==> config.mk <==
export PLATFORM = sky130hd
export DESIGN_NAME = snake_body_stream_flat
export DESIGN_NICKNAME = d
export VERILOG_FILES = /design/src/rtl/snake_body_stream_pkg.sv /design/src/rtl/snake_body_stream_if.sv /design/src/rtl/snake_dir_ram.sv /design/src/rtl/snake_body_stream.sv /design/src/flat_wrapper.sv
export SDC_FILE = /design/constraint.sdc
export NUM_CORES = 1
export LEC_CHECK = 0
export BUFFER_PORTS_ARGS = -buffer_cell sky130_fd_sc_hd__buf_2
export CORE_MARGIN = 2
export CORE_UTILIZATION = 60
export DETAILED_ROUTE_END_ITERATION = 8
export GPL_TIMING_DRIVEN = 0
export PLACE_DENSITY = 0.78
export SYNTH_ARGS = -nofsm -noshare
export SYNTH_HDL_FRONTEND = slang
export SYNTH_SLANG_ARGS = --single-unit
==> constraint.sdc <==
create_clock -name clk -period 4 [get_ports clk]
set_input_delay 0.4 -clock clk [delete_from_list [all_inputs] [get_ports clk]]
set_output_delay 0.4 -clock clk [all_outputs]
set_load 0.02 [all_outputs]
==> src/rtl/snake_body_stream_pkg.sv <==
// Shared definitions for the snake body streamer: grid size, directions, tile moves.
// Define SNAKE_WRAP_EN to make the grid a torus instead of a walled field.
package snake_body_stream_pkg;

  localparam int GAME_WIDTH  = 18;
  localparam int GAME_HEIGHT = 13;

  typedef enum logic [1:0] {
    DIR_PX = 2'd0,
    DIR_MX = 2'd1,
    DIR_PY = 2'd2,
    DIR_MY = 2'd3
  } dir_t;

  typedef enum logic {
    ST_GAP    = 1'b0,
    ST_STREAM = 1'b1
  } state_t;

  typedef struct packed {
    logic [4:0] x;
    logic [3:0] y;
  } tile_t;

  localparam tile_t HOME_TILE = '{x: 5'(GAME_WIDTH / 2 + 1), y: 4'(GAME_HEIGHT / 2 + 1)};

  function automatic dir_t opposite_dir(input dir_t d);
    return dir_t'({d[1], ~d[0]});
  endfunction

  function automatic tile_t move_tile(input logic [4:0] x, input logic [3:0] y, input dir_t d);
    tile_t t;
    t.x = x;
    t.y = y;
    case (d)
`ifdef SNAKE_WRAP_EN
      DIR_PX: t.x = (x == 5'(GAME_WIDTH)) ? 5'd1 : x + 5'd1;
      DIR_MX: t.x = (x == 5'd1) ? 5'(GAME_WIDTH) : x - 5'd1;
      DIR_PY: t.y = (y == 4'(GAME_HEIGHT)) ? 4'd1 : y + 4'd1;
      DIR_MY: t.y = (y == 4'd1) ? 4'(GAME_HEIGHT) : y - 4'd1;
`else
      DIR_PX: t.x = x + 5'd1;
      DIR_MX: t.x = x - 5'd1;
      DIR_PY: t.y = y + 4'd1;
      DIR_MY: t.y = y - 4'd1;
`endif
      default: ;
    endcase
    return t;
  endfunction

  // The playfield is 1..GAME_WIDTH x 1..GAME_HEIGHT; the ring around it is the wall.
  function automatic logic is_wall(input tile_t t);
    return (t.x == 5'd0) || (t.x == 5'(GAME_WIDTH + 1)) ||
           (t.y == 4'd0) || (t.y == 4'(GAME_HEIGHT + 1));
  endfunction

endpackage

==> src/rtl/snake_body_stream_if.sv <==
// Step request handshake from the game controller plus the body stream to the renderer.
interface snake_body_stream_if #(
  parameter int MAX_LENGTH = 64
);
  localparam int LW = $clog2(MAX_LENGTH) + 1;

  logic          step_valid;
  logic          step_ready;
  logic [1:0]    step_dir;
  logic          step_grow;
  logic [4:0]    snake_head_x;
  logic [3:0]    snake_head_y;
  logic [4:0]    snake_x;
  logic [3:0]    snake_y;
  logic [1:0]    snake_dir;
  logic          snake_first;
  logic          snake_last;
  logic          snake_valid;
  logic [LW-1:0] length;
  logic          failure;
  logic          success;

  modport master (
    output step_valid, step_dir, step_grow,
    input  step_ready, snake_head_x, snake_head_y, snake_x, snake_y, snake_dir,
    input  snake_first, snake_last, snake_valid, length, failure, success
  );

  modport slave (
    input  step_valid, step_dir, step_grow,
    output step_ready, snake_head_x, snake_head_y, snake_x, snake_y, snake_dir,
    output snake_first, snake_last, snake_valid, length, failure, success
  );

endinterface

==> src/rtl/snake_dir_ram.sv <==
// Ring buffer of 2-bit body links: one synchronous write port, one asynchronous read port.
module snake_dir_ram #(
  parameter int DEPTH = 64
) (
  input  logic                     clk,
  input  logic                     we,
  input  logic [$clog2(DEPTH)-1:0] waddr,
  input  logic [1:0]               wdata,
  input  logic [$clog2(DEPTH)-1:0] raddr,
  output logic [1:0]               rdata
);

  logic [1:0] mem [DEPTH];

  always_ff @(posedge clk) begin
    if (we) begin
      mem[waddr] <= wdata;
    end
  end

  assign rdata = mem[raddr];

endmodule

==> src/rtl/snake_body_stream.sv <==
// Holds the snake as head + link ring and streams it head-to-tail, one segment per clock.
// SNAKE_WRAP_EN selects a toroidal grid (no wall collision).
module snake_body_stream
  import snake_body_stream_pkg::*;
#(
  parameter int MAX_LENGTH  = 64,
  parameter int INIT_LENGTH = 3
) (
  input logic                clk,
  input logic                rst,
  input logic                game_rst_n,
  snake_body_stream_if.slave bus
);

  localparam int PW = $clog2(MAX_LENGTH);
  localparam int LW = PW + 1;
  localparam logic [LW-1:0] MAX_LEN  = LW'(MAX_LENGTH);
  localparam logic [LW-1:0] INIT_LEN = LW'(INIT_LENGTH);

  state_t        state_reg;
  logic [PW-1:0] head_ptr_reg;
  logic [LW-1:0] written_reg;
  logic [LW-1:0] length_reg;
  logic [PW-1:0] seg_idx_reg;
  tile_t         head_reg;
  tile_t         seg_reg;
  dir_t          seg_dir_reg;
  logic          valid_reg;
  logic          first_reg;
  logic          last_reg;
  logic          ready_reg;
  logic          failure_reg;
  logic          success_reg;

  logic          step_fire;
  tile_t         step_tile;
  dir_t          step_link;
  logic [PW-1:0] head_ptr_next;
  logic [LW-1:0] length_next;
  logic [PW-1:0] seg_idx_inc;
  logic [PW-1:0] rel_idx;
  logic [PW-1:0] ram_raddr;
  logic [1:0]    ram_rdata;
  dir_t          link_rd;
  tile_t         walk_tile;
  logic          self_hit;
  logic          failure_set;

  assign step_fire     = bus.step_valid && ready_reg && (state_reg == ST_GAP);
  assign step_tile     = move_tile(head_reg.x, head_reg.y, dir_t'(bus.step_dir));
  assign step_link     = opposite_dir(dir_t'(bus.step_dir));
  assign head_ptr_next = step_fire ? head_ptr_reg - 1'b1 : head_ptr_reg;
  assign length_next   = (step_fire && bus.step_grow && (length_reg != MAX_LEN)) ?
                         length_reg + 1'b1 : length_reg;

  // In GAP the walker prepares segment 0; in STREAM it prepares the segment after the shown one.
  assign seg_idx_inc = seg_idx_reg + 1'b1;
  assign rel_idx     = (state_reg == ST_GAP) ? '0 : seg_idx_inc;
  assign ram_raddr   = head_ptr_reg + rel_idx;

  // Links never written since restart are still the initial -x body, so the RAM needs no clear.
  assign link_rd   = ({1'b0, rel_idx} < written_reg) ? dir_t'(ram_rdata) : DIR_MX;
  assign walk_tile = move_tile(seg_reg.x, seg_reg.y, seg_dir_reg);
  assign self_hit  = valid_reg && !first_reg && (seg_reg == head_reg);

`ifdef SNAKE_WRAP_EN
  assign failure_set = self_hit;
`else
  assign failure_set = self_hit || (step_fire && is_wall(step_tile));
`endif

  snake_dir_ram #(
    .DEPTH (MAX_LENGTH)
  ) u_dir_ram (
    .clk   (clk),
    .we    (step_fire),
    .waddr (head_ptr_next),
    .wdata (step_link),
    .raddr (ram_raddr),
    .rdata (ram_rdata)
  );

  always_ff @(posedge clk or posedge rst) begin
    if (rst) begin
      state_reg    <= ST_GAP;
      head_ptr_reg <= '0;
      written_reg  <= '0;
      length_reg   <= INIT_LEN;
      seg_idx_reg  <= '0;
      head_reg     <= HOME_TILE;
      seg_reg      <= '0;
      seg_dir_reg  <= DIR_PX;
      valid_reg    <= 1'b0;
      first_reg    <= 1'b0;
      last_reg     <= 1'b0;
      ready_reg    <= 1'b0;
      failure_reg  <= 1'b0;
      success_reg  <= 1'b0;
    end else if (!game_rst_n) begin
      state_reg   <= ST_GAP;
      written_reg <= '0;
      length_reg  <= INIT_LEN;
      seg_idx_reg <= '0;
      head_reg    <= HOME_TILE;
      valid_reg   <= 1'b0;
      first_reg   <= 1'b0;
      last_reg    <= 1'b0;
      ready_reg   <= 1'b0;
      failure_reg <= 1'b0;
      success_reg <= (INIT_LEN == MAX_LEN);
    end else begin
      failure_reg  <= failure_reg | failure_set;
      success_reg  <= success_reg | (length_next == MAX_LEN);
      length_reg   <= length_next;
      head_ptr_reg <= head_ptr_next;
      if (step_fire) begin
        head_reg <= step_tile;
        if (written_reg != MAX_LEN) begin
          written_reg <= written_reg + 1'b1;
        end
      end
      case (state_reg)
        ST_GAP: begin
          // A step taken now is already part of the pass that starts next cycle.
          state_reg   <= ST_STREAM;
          ready_reg   <= 1'b0;
          valid_reg   <= 1'b1;
          first_reg   <= 1'b1;
          last_reg    <= (length_next == LW'(1));
          seg_idx_reg <= '0;
          seg_reg     <= step_fire ? step_tile : head_reg;
          seg_dir_reg <= step_fire ? step_link : link_rd;
        end
        default: begin
          if (last_reg) begin
            state_reg <= ST_GAP;
            valid_reg <= 1'b0;
            first_reg <= 1'b0;
            last_reg  <= 1'b0;
            ready_reg <= !(failure_reg || failure_set);
          end else begin
            seg_idx_reg <= seg_idx_inc;
            seg_reg     <= walk_tile;
            seg_dir_reg <= link_rd;
            first_reg   <= 1'b0;
            last_reg    <= ({1'b0, seg_idx_inc} == (length_reg - 1'b1));
          end
        end
      endcase
    end
  end

  assign bus.step_ready   = ready_reg;
  assign bus.snake_head_x = head_reg.x;
  assign bus.snake_head_y = head_reg.y;
  assign bus.snake_x      = seg_reg.x;
  assign bus.snake_y      = seg_reg.y;
  assign bus.snake_dir    = seg_dir_reg;
  assign bus.snake_first  = first_reg;
  assign bus.snake_last   = last_reg;
  assign bus.snake_valid  = valid_reg;
  assign bus.length       = length_reg;
  assign bus.failure      = failure_reg;
  assign bus.success      = success_reg;

endmodule

==> src/flat_wrapper.sv <==
// flat-port wrapper written by rule: the top's interface ports become plain ports
module snake_body_stream_flat import snake_body_stream_pkg::*;
#(
  parameter int MAX_LENGTH  = 64,
  parameter int INIT_LENGTH = 3
)
  (clk, rst, game_rst_n, bus_step_valid, bus_step_dir, bus_step_grow, bus_step_ready, bus_snake_head_x, bus_snake_head_y, bus_snake_x, bus_snake_y, bus_snake_dir, bus_snake_first, bus_snake_last, bus_snake_valid, bus_length, bus_failure, bus_success);
  snake_body_stream_if #(.MAX_LENGTH(MAX_LENGTH)) bus_i ();
  input logic clk;
  input logic rst;
  input logic game_rst_n;
  input wire logic [$bits(bus_i.step_valid)-1:0] bus_step_valid;
  input wire logic [$bits(bus_i.step_dir)-1:0] bus_step_dir;
  input wire logic [$bits(bus_i.step_grow)-1:0] bus_step_grow;
  output wire logic [$bits(bus_i.step_ready)-1:0] bus_step_ready;
  output wire logic [$bits(bus_i.snake_head_x)-1:0] bus_snake_head_x;
  output wire logic [$bits(bus_i.snake_head_y)-1:0] bus_snake_head_y;
  output wire logic [$bits(bus_i.snake_x)-1:0] bus_snake_x;
  output wire logic [$bits(bus_i.snake_y)-1:0] bus_snake_y;
  output wire logic [$bits(bus_i.snake_dir)-1:0] bus_snake_dir;
  output wire logic [$bits(bus_i.snake_first)-1:0] bus_snake_first;
  output wire logic [$bits(bus_i.snake_last)-1:0] bus_snake_last;
  output wire logic [$bits(bus_i.snake_valid)-1:0] bus_snake_valid;
  output wire logic [$bits(bus_i.length)-1:0] bus_length;
  output wire logic [$bits(bus_i.failure)-1:0] bus_failure;
  output wire logic [$bits(bus_i.success)-1:0] bus_success;
  assign bus_i.step_valid = bus_step_valid;
  assign bus_i.step_dir = bus_step_dir;
  assign bus_i.step_grow = bus_step_grow;
  assign bus_step_ready = bus_i.step_ready;
  assign bus_snake_head_x = bus_i.snake_head_x;
  assign bus_snake_head_y = bus_i.snake_head_y;
  assign bus_snake_x = bus_i.snake_x;
  assign bus_snake_y = bus_i.snake_y;
  assign bus_snake_dir = bus_i.snake_dir;
  assign bus_snake_first = bus_i.snake_first;
  assign bus_snake_last = bus_i.snake_last;
  assign bus_snake_valid = bus_i.snake_valid;
  assign bus_length = bus_i.length;
  assign bus_failure = bus_i.failure;
  assign bus_success = bus_i.success;
  snake_body_stream #(.MAX_LENGTH(MAX_LENGTH), .INIT_LENGTH(INIT_LENGTH)) u_core (.clk(clk), .rst(rst), .game_rst_n(game_rst_n), .bus(bus_i));
endmodule
==> metrics <==
first-pass GRT wire length around 35000 um; worst hold path type in -> async; sum of net half-perimeters after detailed placement around 14000 um; root buffer cell sky130_fd_sc_hd__clkbuf_16; Yosys reg bits 181; maximum cell stage delay along the critical path ~0.68 ns; WP data required between 4 and 5 ns; met3 routed WL 1840 um; Remaining DRCs 0; flip-flop cell with the highest count after synthesis sky130_fd_sc_hd__edfxtp_1; share of post-route cells with drive strength above 1 14.0%; Period Utilization, post-route between 90% and 100%; Mapped Avg Cell Area 11.8 sq um; run status finished clean; area of the core region 15000 sq um; slew at the pin closest to its max-slew limit 1.13 ns; TritonCTS clock tree yes; Max-Cap Viols 0; highest routing layer actually used met4; H-tree depth 4; initial standard-cell utilization of the core 60.9%; global route total overflow 0; post-layout min period ~3.7 ns; flip-flop count of the largest register after layout 128; power density of the placed cells 418 nW/um^2; initial antenna violation count 0; filler-free cell count of the finished design 1032; hold slack 0.0243 ns; routed metal-1 wirelength 8790 um; via count of the first global-routing pass 6630; Routed wire per std cell 21.3 um; data arrival time of the critical path 4.07 ns; total of fill cells in the finished design 1066; Critical Path Start Type flop; post-route antenna net violation count 0; average vias per placed instance approximately 6.4; CP max FO 19; DRT iter0 DRCs 687; Nets between 800 and 900; number of search-and-repair iterations in the first detailed-routing pass 5; worst-skew pair later-pin latency around 0.44 ns; number of buffers added on ports 38; synth top area cells sky130_fd_sc_hd__edfxtp_1 42%, sky130_fd_sc_hd__dfrtp_1 13%, sky130_fd_sc_hd__nor2_1 4.7%; Critical-path top delay cell sky130_fd_sc_hd__fa_2; number of setup violations in the final report 0; CP cell instances buf_2, nor2b_1, ha_1, inv_1, fa_2, clkbuf_4, mux4_2, a2111oi_1, nor4_1, a211o_1; num rows 45; portion of synthesized cell area occupied by the leading cell type 42.0%; largest net degree at the start of global routing 69; register area share after synthesis 56.5%; Overall Global Routing Usage 28.6%; antenna diode instance count 0; clock-pin transition on the worst setup and hold timing paths ~0.070 ns; Max Slew Vio Count 0; critical path type reg -> reg; routability congestion estimate ~0.87; highest achievable clock rate 267 MHz; static leakage 3.78 nW; Yosys warning count 0; placed cells 1002; wirelength, routed 22000 um; setup slack after layout 0.260 ns; largest voltage drop on the vdd net 0.000353 V; FF+latch area 5180 sq um; most frequent cells in the layout 128 x sky130_fd_sc_hd__edfxtp_1, 115 x sky130_fd_sc_hd__nor2_1, 76 x sky130_fd_sc_hd__nand2_1; async set-or-reset flop fraction in the synthesized netlist 29.3%; cell type with the highest aggregate area in the netlist sky130_fd_sc_hd__edfxtp_1; top-level I/O count 40; die height between 100 and 150 um; most frequent standard cell in the layout excluding fill and tap cells sky130_fd_sc_hd__edfxtp_1; hold-fix buffers at CTS 0; Synthesized Nets 808; Layout Skew 0.0127 ns; area growth from synthesis to final layout 11.8%; setup slack after placement -0.817 ns; maximum clock insertion buffer count 2; Die ar. 16300 sq um; synthesized instance count 774; clock buffers created by TritonCTS 17; met2 wire len 10900 um; Slew headroom between 20% and 30%; area occupied by multi-input gates 3770 sq um; number of clock sinks seen by CTS 181; Die Wd 128 um; number of distinct library cell variants in the gate-level netlist after synthesis slightly below 60; Setup crit end kind flop; Post-Syn Area just over 9000 sq um; vias after detailed routing roughly 6600; Final Hold Viols 0; number of flops mapped to enable cells by yosys 128; RSZ-0062 raised after global routing no
## worst max-delay path, delay by kind of cell, from the launching register on
family          cells  cell delay, ns
compound gates      2            0.95
buf+inv             3            0.72
flops               1            0.32
simple gates        2            0.39
mux                 1            0.36
fa+ha+maj           2            0.88
## timing repair
| item | in CTS | in global routing |
|---|---|---|
| hold endpoints to repair | 0 | 0 |
| gates resized for setup | 7 | 3 |
| setup buffers | 0 | 0 |
| endpoints found under the setup margin | 2 | 2 |
## per-stage QoR
step | cell area [sq um] | util [%] | TNS (ns) | total power, mW
detailed placement | 9630 | 64.0 | -1.37 | 2.66
floorplan | 9160 | - | 0 | 2.50
global route | 10200 | 68.1 | 0 | 4.41
finish | 10200 | 68.1 | 0 | 4.28
global placement | 9590 | 63.8 | -1.18 | 2.64
CTS | 10200 | 68.0 | 0 | 4.27
## path summary, 6_finish.rpt
| path | startpoint | endpoint | slack [ns] | cells after the start |
|---|---|---|---|---|
| min reg2reg | u_core.bus.success$_DFF_PP0_ | u_core.bus.success$_DFF_PP0_ | 0.52 | 2 |
| max reg2reg | u_core.state_reg$_DFF_PP0_ | u_core.bus.snake_dir[1]$_DFFE_PP0P_ | 0.26 | 10 |
| min in group clk | bus_step_grow | u_core.bus.length[2]$_DFF_PP0_ | 0.35 | 4 |
| max in group asynchronous | rst | u_core.bus.length[1]$_DFF_PP1_ | 3.36 | 3 |
| min | rst | u_core.bus.snake_x[3]$_DFFE_PP0P_ | 0.02 | 2 |
| max | u_core.state_reg$_DFF_PP0_ | u_core.bus.snake_dir[1]$_DFFE_PP0P_ | 0.26 | 10 |
## cell type report
type / instances / share of cell area, %
inverters: 25 / 0.916
clock buffers: 17 / 4.15
well taps: 188 / 2.30
multi-input cells: 533 / 36.9
plain buffers: 33 / 1.45
repair buffers: 40 / 2.25
flip-flops and latches: 181 / 50.6
clock inverters: 15 / 1.50
## kinds of logic after synthesis
group / share of synthesized area [%]
DFF: 56.5
AOI/OAI and AO/OA: 6.68
and+or+nand+nor: 14.6
xor gates and xnor gates: 6.95
buffers and inverters: 2.66
adders and majority gates: 3.93
muxes: 8.65
## layer usage
metal  vias up  GRT usage, %
met4         0          9.89
met5         -             0
met1      3242          38.4
met3        50          5.61
li1       2918             -
met2       355          47.2
## cells in the mapped netlist (all sizes together), types with 3 or more instances
cell	number
edfxtp	128
nor2	115
nand2	76
dfrtp	46
xnor2	42
xor2	29
clkbuf	28
a21oi	26
inv	25
ha	24
nand3	23
mux4	22
mux2i	21
o21ai	16
nand4	14
nor3	13
nor2b	12
a21o	8
a31oi	7
buf	7
dfstp	7
nand2b	7
and2	6
and3	6
nor4	6
a32oi	5
mux2	5
o211ai	5
a2111oi	4
nor3b	4
o22ai	4
o31ai	4
a211oi	3
fa	3
## where the power goes
| part | total, mW | leakage (nW) | switching (mW) | internal, mW |
|---|---|---|---|---|
| sequential | 2.10 | 1.83 | 0.0538 | 2.04 |
| combinational | 0.543 | 1.67 | 0.318 | 0.226 |
| clock | 1.64 | 0.289 | 0.803 | 0.835 |
No activity file was read; power rests on OpenSTA's default activity.
